`src/rtl/output_interface_pkg.sv`:
```
// Shared widths and packet layout for the result output path.
// Packet order is {res, mode, data} with data in the LSBs, matching the op packet.
package output_interface_pkg;

   localparam int DEF_DATA_WIDTH     = 32;
   localparam int DEF_NUM_MODES      = 3;
   localparam int DEF_RES_WIDTH      = 4;
   localparam int DEF_OUT_FIFO_DEPTH = 8;
   localparam int DEF_PKT_WIDTH      = DEF_DATA_WIDTH + DEF_NUM_MODES + DEF_RES_WIDTH;

   localparam int LEVEL_WIDTH = 4;
   localparam int TX_WIDTH    = 16;

   typedef struct packed {
      logic [DEF_RES_WIDTH-1:0]  res;
      logic [DEF_NUM_MODES-1:0]  mode;
      logic [DEF_DATA_WIDTH-1:0] data;
   } pkt_t;

endpackage

```
`src/rtl/output_fifo.sv`:
```
// Result packet FIFO: power-of-two depth, registered occupancy, guarded push/pop.
module output_fifo
   import output_interface_pkg::*;
#(
   parameter int WIDTH = DEF_PKT_WIDTH,
   parameter int DEPTH = DEF_OUT_FIFO_DEPTH,
   localparam int LW   = $clog2(DEPTH) + 1
) (
   input  logic             clk,
   input  logic             rst,
   input  logic             push,
   input  logic [WIDTH-1:0] wdata,
   input  logic             pop,
   output logic [WIDTH-1:0] rdata,
   output logic             full,
   output logic             empty,
   output logic [LW-1:0]    level
);

   localparam int AW = $clog2(DEPTH);

   logic [WIDTH-1:0] mem [DEPTH];
   logic [AW-1:0]    wr_ptr;
   logic [AW-1:0]    rd_ptr;
   logic             push_ok;
   logic             pop_ok;

   // full/empty come from the registered level only, so guards never see a same-cycle pop
   assign full    = (level == LW'(DEPTH));
   assign empty   = (level == '0);
   assign push_ok = push && !full;
   assign pop_ok  = pop && !empty;
   assign rdata   = mem[rd_ptr];

   always_ff @(posedge clk) begin
      if (push_ok) begin
         mem[wr_ptr] <= wdata;
      end
   end

   always_ff @(posedge clk) begin
      if (rst) begin
         wr_ptr <= '0;
         rd_ptr <= '0;
         level  <= '0;
      end else begin
         if (push_ok) begin
            wr_ptr <= wr_ptr + 1'b1;
         end
         if (pop_ok) begin
            rd_ptr <= rd_ptr + 1'b1;
         end
         case ({push_ok, pop_ok})
            2'b10:   level <= level + 1'b1;
            2'b01:   level <= level - 1'b1;
            default: level <= level;
         endcase
      end
   end

endmodule

```
`src/rtl/output_interface.sv`:
```
// Buffers compute results in a FIFO and presents them through a single
// registered valid/ready output stage, counting downstream transfers.
module output_interface
   import output_interface_pkg::*;
#(
   parameter int DATA_WIDTH     = DEF_DATA_WIDTH,
   parameter int NUM_MODES      = DEF_NUM_MODES,
   parameter int RES_WIDTH      = DEF_RES_WIDTH,
   parameter int OUT_FIFO_DEPTH = DEF_OUT_FIFO_DEPTH
) (
   input  logic                   clk,
   input  logic                   rst,
   input  logic                   res_valid,
   input  logic [DATA_WIDTH-1:0]  res__data,
   input  logic [NUM_MODES-1:0]   res__mode,
   input  logic [RES_WIDTH-1:0]   res__res,
   output logic                   res_ready,
   output logic                   out_pkt_valid,
   output logic [DATA_WIDTH-1:0]  out_pkt__data,
   output logic [NUM_MODES-1:0]   out_pkt__mode,
   output logic [RES_WIDTH-1:0]   out_pkt__res,
   input  logic                   out_pkt_ready,
   output logic [LEVEL_WIDTH-1:0] fifo_level,
   output logic [TX_WIDTH-1:0]    tx_count
);

   localparam int PKT_WIDTH = DATA_WIDTH + NUM_MODES + RES_WIDTH;
   localparam int LW        = $clog2(OUT_FIFO_DEPTH) + 1;

   logic [PKT_WIDTH-1:0] wr_pkt;
   logic [PKT_WIDTH-1:0] head_pkt;
   logic [PKT_WIDTH-1:0] out_q;
   logic [LW-1:0]        level;
   logic [TX_WIDTH-1:0]  tx_q;
   logic                 full;
   logic                 empty;
   logic                 load;
   logic                 xfer;

   assign wr_pkt    = {res__res, res__mode, res__data};
   assign res_ready = !full;
   assign load      = !empty && (!out_pkt_valid || out_pkt_ready);
   assign xfer      = out_pkt_valid && out_pkt_ready;

   output_fifo #(
      .WIDTH (PKT_WIDTH),
      .DEPTH (OUT_FIFO_DEPTH)
   ) u_fifo (
      .clk   (clk),
      .rst   (rst),
      .push  (res_valid),
      .wdata (wr_pkt),
      .pop   (load),
      .rdata (head_pkt),
      .full  (full),
      .empty (empty),
      .level (level)
   );

   always_ff @(posedge clk) begin
      if (rst) begin
         out_pkt_valid <= 1'b0;
         out_q         <= '0;
         tx_q          <= '0;
      end else begin
         if (load) begin
            out_q         <= head_pkt;
            out_pkt_valid <= 1'b1;
         end else if (xfer) begin
            out_pkt_valid <= 1'b0;
         end
         if (xfer) begin
            tx_q <= tx_q + 1'b1;
         end
      end
   end

   assign out_pkt__data = out_q[DATA_WIDTH-1:0];
   assign out_pkt__mode = out_q[DATA_WIDTH +: NUM_MODES];
   assign out_pkt__res  = out_q[DATA_WIDTH+NUM_MODES +: RES_WIDTH];
   assign fifo_level    = LEVEL_WIDTH'(level);
   assign tx_count      = tx_q;

endmodule

```
`config.mk`:
```
export PLATFORM = sky130hd
export DESIGN_NAME = output_interface
export DESIGN_NICKNAME = d
export VERILOG_FILES = /design/src/rtl/output_interface_pkg.sv /design/src/rtl/output_fifo.sv /design/src/rtl/output_interface.sv
export SDC_FILE = /design/constraint.sdc
export NUM_CORES = 1
export LEC_CHECK = 0
export BUFFER_PORTS_ARGS = -buffer_cell sky130_fd_sc_hd__buf_4
export CORE_ASPECT_RATIO = 0.6
export CORE_MARGIN = 2
export CORE_UTILIZATION = 40
export DETAILED_ROUTE_END_ITERATION = 6
export SYNTH_ARGS = -nofsm -noshare
export SYNTH_HDL_FRONTEND = slang
export SYNTH_SLANG_ARGS = --single-unit
```
`constraint.sdc`:
```
create_clock -name clk -period 4.8 [get_ports clk]
set_input_delay 0.24 -clock clk [delete_from_list [all_inputs] [get_ports clk]]
set_output_delay 0.24 -clock clk [all_outputs]
set_load 0.02 [all_outputs]
```
==> run_results.csv, run 1 <==
group,metric,value,unit
synth,synth.top_cell.area_share,66.2,%
finish,syn_to_final_growth,20.7,%
floorplan,fp-row-count,53,
floorplan,core-area,0.0349,mm2
drt,viasPerCell,5.12,
finish,final_cells,1388,
worst_setup_path,crit_top_cell,"a21oi_1",
clocking,tritoncts,"built",
drt,drc,0,
synth,synth-simple-area-share,6.00,%
clocking,cts_made_buffers,36,
clocking,clockBufferDepth,3,
drt,ant_nets,0,
place,hpwl,14.7,mm
worst_setup_path,worst_path_largest_cell_delay,600,ps
clocking,htree_levels,2,
synth,yosysTopAreaCell,"edfxtp_1",
synth,ys_ff_latch,378,
pwr,powerDensity,558,mW/mm2
sta,hold_slack,37.9,ps
synth,synth_mux_area_share,12.6,%
clocking,cts-hold-fix-buffers,39,
sta,fmax,0.324,GHz
synth,synth-seq-area-share,75.5,%
sta,worstMarginPinSlew,992,ps
place,place.port_buffers,103,
global_routing,track_usage,16.2,%
drt,vias,7103,
worst_setup_path,crit_slowest_cell,"or4_4",
finish,drive_above_1_share,31.3,%
sta,relSlewSlack,33.9,%
drt,first_pass_iters,7,
synth,synth_area,0.0142,mm2
synth,synthXorXnorAreaFrac,0.990,%
worst_setup_path,arrival,3530,ps
worst_setup_path,crit_path_end_kind,"flop",
sta,period_minus_slack,3090,ps
floorplan,die-height,150,um
worst_setup_path,path_max_fanout,42,
synth,synth-edff-count,312,
outcome,outcome,"complete, no violations",
synth,synth_compound_area_share,2.30,%
synth,async_reset_ff_share,0,%
drt,wl_per_cell,20.9,um
global_routing,grt_overflow,0,
worst_setup_path,cp_cell_sequence,"or4_4 -> and2_2 -> buf_4 -> ha_1 -> ha_1 -> a21oi_1 -> a21oi_1 -> or4_1 -> a21oi_1",
synth,synth_ff_type,"edfxtp_1",
clocking,ctsResizeCount,0,
place,gp_congestion,0.731,
floorplan,die_w,247,um
hold_path,min_path_type,"in2reg",
synth,post_synth.cell_area_avg,19.1,um2
place,dpl_cell_area,0.0154,mm2
synth,synthTopCellsByArea,"edfxtp_1 66%, mux4_2 12%, dfxtp_1 9.3%",
floorplan,io_pins,104,
sta,tns,0,ps
synth,synth_top_family_by_area,"multiplexers",
synth,synthCells,740,
finish,final_area,0.0171,mm2
global_routing,grt_pass1_wl,44.6,mm
finish,final_common_cell,"edfxtp_1",
pwr,peakVddDrop,0.000276,V
floorplan,dieArea,0.0370,mm2
pwr,power,9.53,mW
place,placed_cells,1284,
global_routing,antenna_found_initial,2,
sta,clock_skew,18.7,ps
worst_setup_path,cp-start-kind,"flop",
worst_setup_path,crit_required,5240,ps
clocking,clk_pin_slew,60,ps
global_routing,grt_pass1_vias,7311,
clocking,cts.sinks,378,
synth,synth_fp_nets,790,
synth,ys_warn_count,0,
sta,setup-violations-final,0,
sta,slew_violations,0,
pwr,leakagePower,5.64,nW
synth,synth.distinct_cells,38,
sta,finalCritPeriodShare,64.3,%
finish,layout_common_cells,"312 x edfxtp_1, 115 x buf_4, 78 x mux4_2",
sta,finalHoldViolations,0,
worst_setup_path,critical_path_class,"reg2reg",
flow_run,maxCapViolCount,0,
synth,synthAdderAreaFrac,0.672,%
floorplan,initial_core_util,40.5,%
clocking,cts_setup_buffers,0,
sta,rsz0062_at_grt,"false",
clocking,root_buffer,"clkbuf_16",
clocking,clock_latency,520,ps
global_routing,grt_max_degree,70,
finish,finalNetCount,944,
drt,first_iter_violations,458,
drt,finalWirelength,29.0,mm
## power by group
| part | switching, mW | internal [mW] | total (mW) |
|---|---|---|---|
| logic | 1.28 | 1.07 | 2.35 |
| clock network | 1.18 | 1.80 | 2.97 |
| registers | 0.316 | 3.90 | 4.21 |
## cells in the mapped netlist (2+ instances only)
cell type and n:
o21ai_0 2, inv_1 7, and3_1 2, dfxtp_1 66
or3_1 2, clkbuf_1 10, nor3_2 19, buf_6 9
xnor2_1 10, nor4_1 4, nor3_1 28, nor2b_1 2
mux2_2 2, o22ai_1 39, xor2_1 6, buf_1 3
a21oi_1 11, nand3_2 2, ha_1 6, nand4_1 3
nor2_1 66, nand2_1 7, nand2b_1 4, mux4_2 78
nand3_1 13, edfxtp_1 312, buf_4 2, buf_2 15
## cell type report
type | count | area (um2)
clock inverters | 17 | 238
multi-input cells | 316 | 3260
flip-flops and latches | 378 | 10700
diodes | 2 | 5.00
inverters | 7 | 26.3
well taps | 467 | 584
clock buffers | 46 | 1000
fillers | 2891 | 17900
repair buffers | 155 | 1270
## critical path: cells and delay by family (launching register included)
family / cells / cell delay [ps]
AND/OR/NAND/NOR: 3 / 1250
adder cells (fa/ha/maj): 2 / 660
AO/OA/AOI/OAI: 3 / 410
flip-flops: 1 / 370
buffers and inverters: 1 / 320
## cells by family after synthesis
family | Yosys count
compound gates | 54
xor+xnor | 16
fa+ha+maj | 7
buf+inv | 46
flops | 378
mux | 81
simple gates | 158
## final timing paths
path	from	end	slack, ps	cells past startpoint
worst min-delay path	res_valid	u_fifo.wr_ptr[1]	40	3
worst max-delay path	u_fifo.level[0]	u_fifo.level[3]	1710	9
worst max register to register	u_fifo.level[0]	u_fifo.level[3]	1710	9
worst min register to register	out_q[26]	out_q[26]	490	2
## routing by layer
metal / share of wire (%) / vias to the layer above / global-route usage, %
li1: - / 3269 / -
met1: 46 / 3596 / 23.7
met2: 46 / 197 / 25.3
met3: 7.2 / 41 / 3.16
met4: 1.4 / 0 / 3.67
met5: 0 / - / 0
## flip-flops by register name, indices dropped and copies added, names as in the netlist
register / flops
out_pkt_valid: 1
out_q: 39
tx_count: 16
u_fifo.level: 4
u_fifo.mem: 312
u_fifo.rd_ptr: 3
u_fifo.wr_ptr: 3
## per-stage QoR
step                worst slack [ps]  util (%)
floorplan                        585         -
global placement                1720      44.2
detailed placement              1700      44.2
CTS                             1680      48.9
global route                    1490      48.9
finish                          1710      48.9
(Power assumes the default switching activity.)
==> run 2: changes to the inputs <==
==> constraint.sdc (replaced) <==
create_clock -name clk -period 3 [get_ports clk]
set_input_delay 0.15 -clock clk [delete_from_list [all_inputs] [get_ports clk]]
set_output_delay 0.15 -clock clk [all_outputs]
set_load 0.02 [all_outputs]
==> run 2 against run 1 <==
Flip-flop and latch count unchanged. Count of clock-buffer cells in the layout up 5. Cell area up 0.89%. Clock skew up 3.6 ps. Power up 59%. Register-to-register slack worse by 1500 ps. Non-clock buffer count up 18. Via count up 2.5%. Combinational power up 73%. Setup slack worse by 1500 ps. Worst hold slack better by 78 ps. Largest cell class unchanged.
==> run_results.csv, run 2 (synthesized netlist as in run 1, its figures left out) <==
group,metric,value,unit
drt,first_iter_violations,567,
place,post-place-ws,292,ps
worst_setup_path,r2r_setup_slack,210,ps
sta,finalHoldViolations,0,
clocking,cts_made_buffers,37,
finish,finalNetCount,963,
place,place.port_buffers,103,
outcome,outcome,"complete, no violations",
sta,period_minus_slack,2790,ps
global_routing,track_usage,16.9,%
place,gp_congestion,0.773,
floorplan,die_w,247,um
worst_setup_path,crit_required,3450,ps
clocking,clockBufferDepth,3,
global_routing,grt_pass1_vias,7621,
clocking,cts.sinks,378,
global_routing,met1_usage,24.9,%
sta,fin_ws,209,ps
finish,final_area,0.0172,mm2
global_routing,antenna_found_initial,1,
place,hpwl,17.6,mm
sta,clock_skew,22.3,ps
finish,largest_register,"u_fifo.mem",
clocking,cts_setup_buffers,0,
floorplan,core-area,0.0349,mm2
finish,final_common_cell,"edfxtp_1",
global_routing,grt_max_degree,46,
drt,viasPerCell,5.17,
sta,worstMarginPinSlew,1010,ps
sta,rsz0062_at_grt,"false",
sta,finalCritPeriodShare,93.0,%
pwr,power,15.1,mW
hold_path,min_path_type,"in2reg",
global_routing,grt_pass1_wl,46.5,mm
floorplan,dieArea,0.0370,mm2
sta,hold_slack,116,ps
global_routing,top_usage_layer,"met2",
finish,post-route-util,49.3,%
hold_path,min_path_cells,2,
finish,layout_common_cells,"312 x edfxtp_1, 125 x buf_4, 78 x mux4_2",
sta,fmax,0.358,GHz
finish,n_fill_cell,2873,
finish,syn_to_final_growth,21.7,%
clocking,clock_latency,540,ps
finish,largest_register_ffs,312,
clocking,tritoncts,"built",
sta,relSlewSlack,32.6,%
floorplan,fp-row-count,53,
finish,seqCellArea,0.0107,mm2
floorplan,io_pins,104,
global_routing,use_met2,25.8,%
drt,wl_per_cell,21.4,um
finish,multi_input_area,0.00328,mm2
pwr,peakVddDrop,0.000598,V
finish,drive_above_1_share,31.8,%
place,placed_cells,1300,
worst_setup_path,crit_path_end_kind,"flop",
floorplan,die-height,150,um
worst_setup_path,critical_path_class,"reg2reg",
place,dpl_cell_area,0.0157,mm2
drt,vias,7279,
global_routing,grt_overflow,0,
sta,setup-violations-final,0,
floorplan,initial_core_util,40.5,%
worst_setup_path,reg2regPathDepth,8,
sta,slew_violations,0,
finish,final_cells,1409,
pwr,leakagePower,5.69,nW
worst_setup_path,cp-start-kind,"flop",
drt,ant_nets,0,
pwr,powerDensity,877,mW/mm2
clocking,clk_pin_slew,60,ps
global_routing,grtUsageMet3,3.50,%
worst_setup_path,arrival,3240,ps
drt,first_pass_iters,4,
clocking,root_buffer,"clkbuf_16",
flow_run,maxCapViolCount,0,
drt,finalWirelength,30.1,mm
sta,tns,0,ps
worst_setup_path,path_max_fanout,6,
clocking,htree_levels,2,
drt,drc,0,
-- run 2: cell types whose count changed in the layout (fill, tap and decap cells not counted), moves of 2 or more --
cell,previous run,this run
bufinv_16,6,1
clkinv_2,6,4
buf_4,115,125
clkbuf_16,37,39
dlygate4sd3_1,39,41
clkbuf_1,5,10
clkinv_1,3,7
clkinv_4,0,2
buf_12,1,7
nor3_4,0,4
nor3_2,23,19
clkbuf_8,4,2
-- run 2: report_power, final --
group | total, mW | switching [mW] | internal, mW
combinational | 4.07 | 2.25 | 1.82
sequential | 6.62 | 0.391 | 6.23
clock | 4.43 | 1.90 | 2.52
-- run 2: repair_timing --
action / 4_1_cts / 5_1_grt
endpoints found under the hold margin: 316 / 0
resized for setup: 0 / 0
hold buffers: 41 / 0
-- run 2: path summary, 6_finish.rpt --
| path | startpoint | to |
|---|---|---|
| max reg2reg | u_fifo.level[0] | u_fifo.level[3] |
| min reg2reg | out_q[31] | out_q[31] |
| min | rst | tx_count[14] |
| max | u_fifo.level[0] | u_fifo.level[3] |
-- run 2: routing by layer --
| metal | share of wire [%] | up-vias |
|---|---|---|
| met5 | 0 | - |
| met4 | 1.8 | 0 |
| met3 | 5.2 | 44 |
| met2 | 45 | 175 |
| met1 | 48 | 3741 |
| li1 | - | 3319 |
-- run 2: worst max-delay path, cell delays in order, from the launching register on --
cell     delay (ps)
dfxtp_1         370
or4b_2          790
nand2_2         120
ha_1            210
ha_1            290
a21oi_1         200
a21oi_1         110
or4_1           480
a21oi_1         150
-- run 2: final cells by class --
class / count / area share (%)
multi-input cells: 316 / 19.1
inverters: 7 / 0.152
diodes: 1 / 0.0145
clock inverters: 16 / 0.639
well taps: 467 / 3.39
repair buffers: 173 / 8.64
flip-flops and latches: 378 / 62.1
clock buffers: 51 / 6.04
